$ cat src/rtl/ccff_shadow_mem.sv
// ccff_shadow_mem
//
// Configuration-chain memory frame for one routing mux or LUT. Config bits
// shift in serially on ccff_head while ccff_en is high. The last stage drives
// ccff_tail, so several frames can be chained. The fabric sees a separate
// shadow register. That register changes only when a commit is accepted, so
// mux selects stay glitch-free while the chain is being programmed.
//
// Parameters
//   MEM_SIZE   number of config bits in this frame (>= 1)
//   RESET_VAL  reset value for the shift and shadow registers; bit i maps to
//              index i of sr / mem_out
//
// Ports
//   prog_clk    programming clock; all state updates on the rising edge
//   prog_reset  synchronous reset, active-high; overrides every other input
//   ccff_head   serial config data in
//   ccff_en     shift enable; one bit moves per enabled cycle
//   commit      request to copy the shift register into the shadow register
//   ccff_tail   serial data out, driven from the last shift stage
//   mem_out     shadow config bits to the fabric, indexed [0:MEM_SIZE-1]
//   mem_outb    bitwise complement of mem_out
//   frame_full  high once MEM_SIZE bits have been shifted since reset/commit
//   shift_cnt   bits shifted since reset/last accepted commit, saturating
//   commit_err  one-cycle pulse after a commit was rejected (frame not full)
//
// Every output comes from a register or is decoded from registers only.
// There is no combinational path from any input to any output.

module ccff_shadow_mem #(
  parameter int unsigned               MEM_SIZE  = 3,
  parameter logic [MEM_SIZE-1:0]       RESET_VAL = '0,
  localparam int unsigned              CNT_W     = $clog2(MEM_SIZE + 1)
) (
  input  logic                prog_clk,
  input  logic                prog_reset,
  input  logic                ccff_head,
  input  logic                ccff_en,
  input  logic                commit,
  output logic                ccff_tail,
  output logic [0:MEM_SIZE-1] mem_out,
  output logic [0:MEM_SIZE-1] mem_outb,
  output logic                frame_full,
  output logic [CNT_W-1:0]    shift_cnt,
  output logic                commit_err
);

  localparam logic [CNT_W-1:0] CntFull = CNT_W'(MEM_SIZE);
  localparam logic [CNT_W-1:0] CntOne  = CNT_W'(1);

  // ---------------------------------------------------------------------------
  // State
  // ---------------------------------------------------------------------------
  logic [0:MEM_SIZE-1] sr_q,         sr_d;
  logic [0:MEM_SIZE-1] shadow_q,     shadow_d;
  logic [CNT_W-1:0]    shift_cnt_q,  shift_cnt_d;
  logic                commit_err_q, commit_err_d;

  // RESET_VAL is given LSB-first (bit i -> index i). A plain assignment to
  // an ascending range would reverse it, so the mapping is done bit by bit.
  logic [0:MEM_SIZE-1] reset_vec;

  always_comb begin
    reset_vec = '0;
    for (int i = 0; i < int'(MEM_SIZE); i++) begin
      reset_vec[i] = RESET_VAL[i];
    end
  end

  // ---------------------------------------------------------------------------
  // Decodes on pre-edge state
  // ---------------------------------------------------------------------------
  logic full;
  logic commit_ok;
  logic commit_bad;

  assign full       = (shift_cnt_q == CntFull);
  assign commit_ok  = commit &&  full;
  assign commit_bad = commit && !full;

  // ---------------------------------------------------------------------------
  // Shift register: index 0 takes the new bit, so the first bit of a frame
  // ends up at index MEM_SIZE-1 after MEM_SIZE shifts.
  // ---------------------------------------------------------------------------
  always_comb begin
    sr_d = sr_q;
    if (ccff_en) begin
      sr_d[0] = ccff_head;
      for (int i = 1; i < int'(MEM_SIZE); i++) begin
        sr_d[i] = sr_q[i-1];
      end
    end
  end

  // ---------------------------------------------------------------------------
  // Shadow register: takes the pre-shift contents of sr, so a commit that
  // lands together with a shift captures the completed frame rather than
  // the bit that is entering on this edge.
  // ---------------------------------------------------------------------------
  always_comb begin
    shadow_d = shadow_q;
    if (commit_ok) begin
      shadow_d = sr_q;
    end
  end

  // ---------------------------------------------------------------------------
  // Shift counter: saturates at MEM_SIZE. Shifting goes on past full for
  // pass-through to downstream frames. An accepted commit starts a new frame.
  // A shift on the same edge counts as that frame's first bit.
  // ---------------------------------------------------------------------------
  always_comb begin
    shift_cnt_d = shift_cnt_q;
    if (commit_ok) begin
      shift_cnt_d = ccff_en ? CntOne : '0;
    end else if (ccff_en && !full) begin
      shift_cnt_d = shift_cnt_q + CntOne;
    end
  end

  // Error flag: set only in the cycle after a rejected commit.
  always_comb begin
    commit_err_d = commit_bad;
  end

  // ---------------------------------------------------------------------------
  // Registers
  // ---------------------------------------------------------------------------
  always_ff @(posedge prog_clk) begin
    if (prog_reset) begin
      sr_q         <= reset_vec;
      shadow_q     <= reset_vec;
      shift_cnt_q  <= '0;
      commit_err_q <= 1'b0;
    end else begin
      sr_q         <= sr_d;
      shadow_q     <= shadow_d;
      shift_cnt_q  <= shift_cnt_d;
      commit_err_q <= commit_err_d;
    end
  end

  // ---------------------------------------------------------------------------
  // Outputs
  // ---------------------------------------------------------------------------
  assign ccff_tail  = sr_q[MEM_SIZE-1];
  assign mem_out    = shadow_q;
  assign mem_outb   = ~shadow_q;
  assign frame_full = full;
  assign shift_cnt  = shift_cnt_q;
  assign commit_err = commit_err_q;

  // ---------------------------------------------------------------------------
  // Structural invariants
  // ---------------------------------------------------------------------------
`ifndef SYNTHESIS
  always_ff @(posedge prog_clk) begin
    if (!prog_reset) begin
      assert (shift_cnt_q <= CntFull)
        else $error("shift_cnt beyond frame size");
      assert (mem_outb == ~mem_out)
        else $error("mem_outb not complement of mem_out");
    end
  end
`endif

endmodule

$ cat config.mk
export PLATFORM = sky130hd
export DESIGN_NAME = ccff_shadow_mem
export DESIGN_NICKNAME = d
export VERILOG_FILES = /design/src/rtl/ccff_shadow_mem.sv
export SDC_FILE = /design/constraint.sdc
export NUM_CORES = 1
export LEC_CHECK = 0
export BUFFER_PORTS_ARGS = -buffer_cell sky130_fd_sc_hd__buf_2
export CORE_AREA = 2 2 39 41
export DETAILED_ROUTE_END_ITERATION = 10
export DIE_AREA = 0 0 41 43
export GPL_TIMING_DRIVEN = 1
export PLACE_DENSITY_LB_ADDON = 0.1
export SLEW_MARGIN = 20
export SYNTH_ARGS = -nofsm -noshare
export SYNTH_HDL_FRONTEND = slang
export SYNTH_SLANG_ARGS = --single-unit
$ cat constraint.sdc
create_clock -name prog_clk -period 1.2 [get_ports prog_clk]
set_input_delay 0.12 -clock prog_clk [delete_from_list [all_inputs] [get_ports prog_clk]]
set_output_delay 0.12 -clock prog_clk [all_outputs]
set_load 0.01 [all_outputs]
# Word-level counts from Yosys, hierarchy flattened
# Index checks and enable logic that the tools add are counted.
[op_classes] add_sub_neg=1 bitwise_logic=1 n_reduce_logical=5 n_eq_ne=1 mux=3
[op_table] op="two-way mux 2 bit" count=2
[op_table] op="logical AND 1 bit" count=3
[op_table] op="inverter 3 bit" count=1
[op_table] op="adder 2 x 1 -> 2 bit (second input constant)" count=1
[op_table] op="== test 2 bit (second input constant)" count=1
[op_table] op="nonzero test 2 bit" count=1
[op_table] op="logical NOT 1 bit" count=1
[op_table] op="two-way mux 1 bit" count=1
[totals] word_cells=15 register_bits=9 out_inout_bits=11

# Depth between registers and ports, before layout
[depth] word_depth=5 depth_mapped=4

# Least setup slack after synthesis
# OpenSTA, ideal clock, no wires.
[synth_timing] path_kind="register -> register" start="register shift_cnt_q[0] (netlist: shift_cnt[0])" end="register shift_cnt_q[1] (netlist: shift_cnt[1])" path_buffers=0 setup_time_ns=0.126 required_time_ns=1.074 t_arrival_ns=1.158 stages_incl_launch_ff=5 setup_slack_ns=-0.084 cell_sequence="dfxtp_1 -> ha_1 -> mux2i_1 -> mux2i_1 -> nor2_1"
[synth_via] elab_chain_len=4
[synth_lines] item="from (decl)" line_no="56" source="logic [CNT_W-1:0] shift_cnt_q, shift_cnt_d;"
[synth_lines] item="from (signal assigned)" line_no="138" source="shift_cnt_q <= shift_cnt_d;"
[synth_lines] item="parallel branches: the longest is 4 deep, another holds adder 2 x 1 -> 2 bit"
# Several ways; the timed one is not identified. The select of a mux whose other input is x is not followed.
# A chain may end at the register's enable or synchronous reset.

# Final worst setup path
[layout_timing] start="register shift_cnt_q[1] (netlist: shift_cnt[1])" end="register shift_cnt_q[1] (netlist: shift_cnt[1])"
# Same word-level chain as after synthesis.

==> metrics <==
status=complete, no violations; Slew @ Worst Pin=0.158 ns; dominant cell by count in the synthesized netlist=dfxtp_1; Worst-path clk slew=0.06 ns; pin count of the biggest net entering global routing=10; Pleak=0.219 nW; Hold Crit Class=in2reg; GRT overflow=0; Core Footprint=1380 um^2; ANT nets after route=0; CP dominant cell by count=mux2i_1; GRT Total Usage=0.102; share of cells above drive strength 1=0.362; Worst EP required=1.35 ns; hold path depth=3; clk sinks=9; Crit. End Element=register; crit share post-route=0.921; Root Buffer=clkbuf_4; crit path DAT=1.26 ns; Post-CTS Setup Repair Bufs=0; Hold Path End=sr_q[0]; Synth async-reset ratio=0; CTS tree=done; row count=14; Starting Density=0.273; share of power burned in registers=0.520; Unique masters post-synth=15; top cells by count, synth=9 x dfxtp_1, 5 x mux2i_1, 4 x a21oi_1, 4 x nand2_1, 4 x nor2_1; worst-path maximum fanout=7; final setup TNS=0 ns; share of the synthesized area in the top cell type=0.477; Worst Setup Start Kind=register; Post-Syn Area=378 um^2; Critical-path top delay cell=dfxtp_4; Final #Nets=66; Syn Nets=48; Max-Cap Viols=0; DR DRC count=0; routed vias=326; clk_lat worst skew=0.26 ns; synth top area cells=dfxtp_1 48%, mux2i_1 13%, ha_1 6.6%; H-tree depth=1; multi-input logic area=184 um^2; R2R setup slack=0.1 ns; Finish-stage setup viols=0; drt via density=4.41; r2r endpoint=shift_cnt[1]; Placed Instances=70; Final Non-Filler Cells=74; internal power=470 uW; crit path from=shift_cnt[1]; Max-Slew Margin vs Limit=0.892; final core occ=0.364; final hold violations=0; Tot Pwr=624 uW; Register Area=188 um^2; first-pass GRT wire length=1150 um; RSZ-0062 raised after global routing=false; IO Count=16; Synth area leader=dfxtp_1; port buffer count=15; P per Cell Area=1240 nW/um^2; Avg Cell Area, Syn=9.22 um^2; # diodes=0; Die ar.=1760 um^2; design area=504 um^2; DIE WIDTH=41 um; vias in the first global route=301; Post-synth top flop=dfxtp_1; Top delay family on crit path=multiplexers; Inserted Clock Buffers=3; worst path cell trace=ha_4 > mux2i_1 > mux2i_1 > nor2_1; Max Freq=905 MHz; Cells after Synth=41; EDFF count, synth=0; Max Transition Viols Final=0; minimum clock period=1.10 ns; Sw Share=0.247; flops & latches, synth=9; cts hold-fix bufs=0; r2r startpoint=shift_cnt[1]; worst r2r path cells=4; GP Congestion=0.652; beginning of the worst hold path=ccff_head; FILL cells=156; clk buf depth=2; Die Ht=43 um; placed inst area=472 um^2; kind of critical path=reg2reg; initial drt markers=5; Seq/Total Area, Yosys=0.477; Layout area overhead=33.4%; Yosys warnings=0; Pre-Repair DR Iteration Count=2; Clk pwr share=0.377; routed wire length per instance=10.6 um; CP Buf/Inv Count=0; initial antenna violation count=0; Comb power frac=0.103; VDD IR max=0.521 mV; final wirelength=787 um; Final Skew=0.00470 ns; peak per-stage delay on the critical path=0.37 ns; sw power=154 uW
[through the flow]
stage / setup slack [ns] / hold slack, ns
6_report: 0.0952 / 0.0984
5_1_grt: 0.0101 / 0.134
4_1_cts: 0.0114 / 0.0938
3_5_place_dp: 0.0245 / 0.369
3_3_place_gp: 0.0307 / 0.369
2_1_floorplan: 0.00384 / 0.267
[repair_timing]
| action | 4_1_cts | 5_1_grt |
|---|---|---|
| resized for setup | 0 | 3 |
| setup endpoints to repair | 0 | 1 |
| endpoints found under the hold margin | 0 | 0 |
[tightest hold or removal path: cells and delay by family]
kind                   cells  cell delay [ns]
buffers and inverters      1             0.08
muxes                      1             0.06
and+or+nand+nor            1             0.07
[final cells by class]
type                       instances  share of cell area
sequential                         9               0.372
multi-input combinational         27               0.365
inverter                           3              0.0223
timing repair buffer              15               0.149
tap                               16              0.0397
clock buffer                       4              0.0521
[cell usage in the layout (no fill, tap or decap), drive strengths merged, types with 2 or more instances in the layout]
cell type and n:
buf 15, clkbuf 4, mux2i 5, dfxtp 9
inv 3, nand3 3, a21oi 4, ha 2
nor2 4, nand2 4
[power groups by stage]
stage,clock [mW],sequential (mW),combinational (mW)
after global routing,0.259,0.326,0.0743
after floorplan,0,0.334,0.0395
after global placement,0,0.331,0.0646
after CTS,0.246,0.324,0.0645
after detailed placement,0,0.331,0.0640
final,0.235,0.324,0.0640
[flip-flops by register name (all words and copies together) (netlist names)]
name        cells
sr_q            3
commit_err      1
mem_out         3
shift_cnt       2
[how the worst max path moves through the flow]
stage,to,slack [ns],cells after the start
2_1_floorplan,shift_cnt[1],0.004,4
3_3_place_gp,shift_cnt[1],0.03,4
3_5_place_dp,shift_cnt[1],0.02,4
4_1_cts,shift_cnt[1],0.01,4
5_1_grt,shift_cnt[1],0.01,4
6_report,shift_cnt[1],0.1,4
[metal layers]
metal	share of wire	global-route usage	wire (um)	vias up
li1	-	-	-	171
met1	0.48	0.123	376	140
met2	0.45	0.141	352	13
met3	0.069	0.0314	54	2
met4	0.0051	0.0800	4	0
met5	0	0	0	-
[logic make-up (layout without fill, tap and decap cells)]
kind of cell               Yosys count  count (layout)  share of synthesized area
adders and majority gates            2               2                     0.0662
muxes                                5               5                      0.132
AOI/OAI and AO/OA                    5               5                     0.0662
buffers and inverters                5              22                     0.0695
and+or+nand+nor                     15              15                      0.189
DFF                                  9               9                      0.477
(Power assumes the default switching activity.)
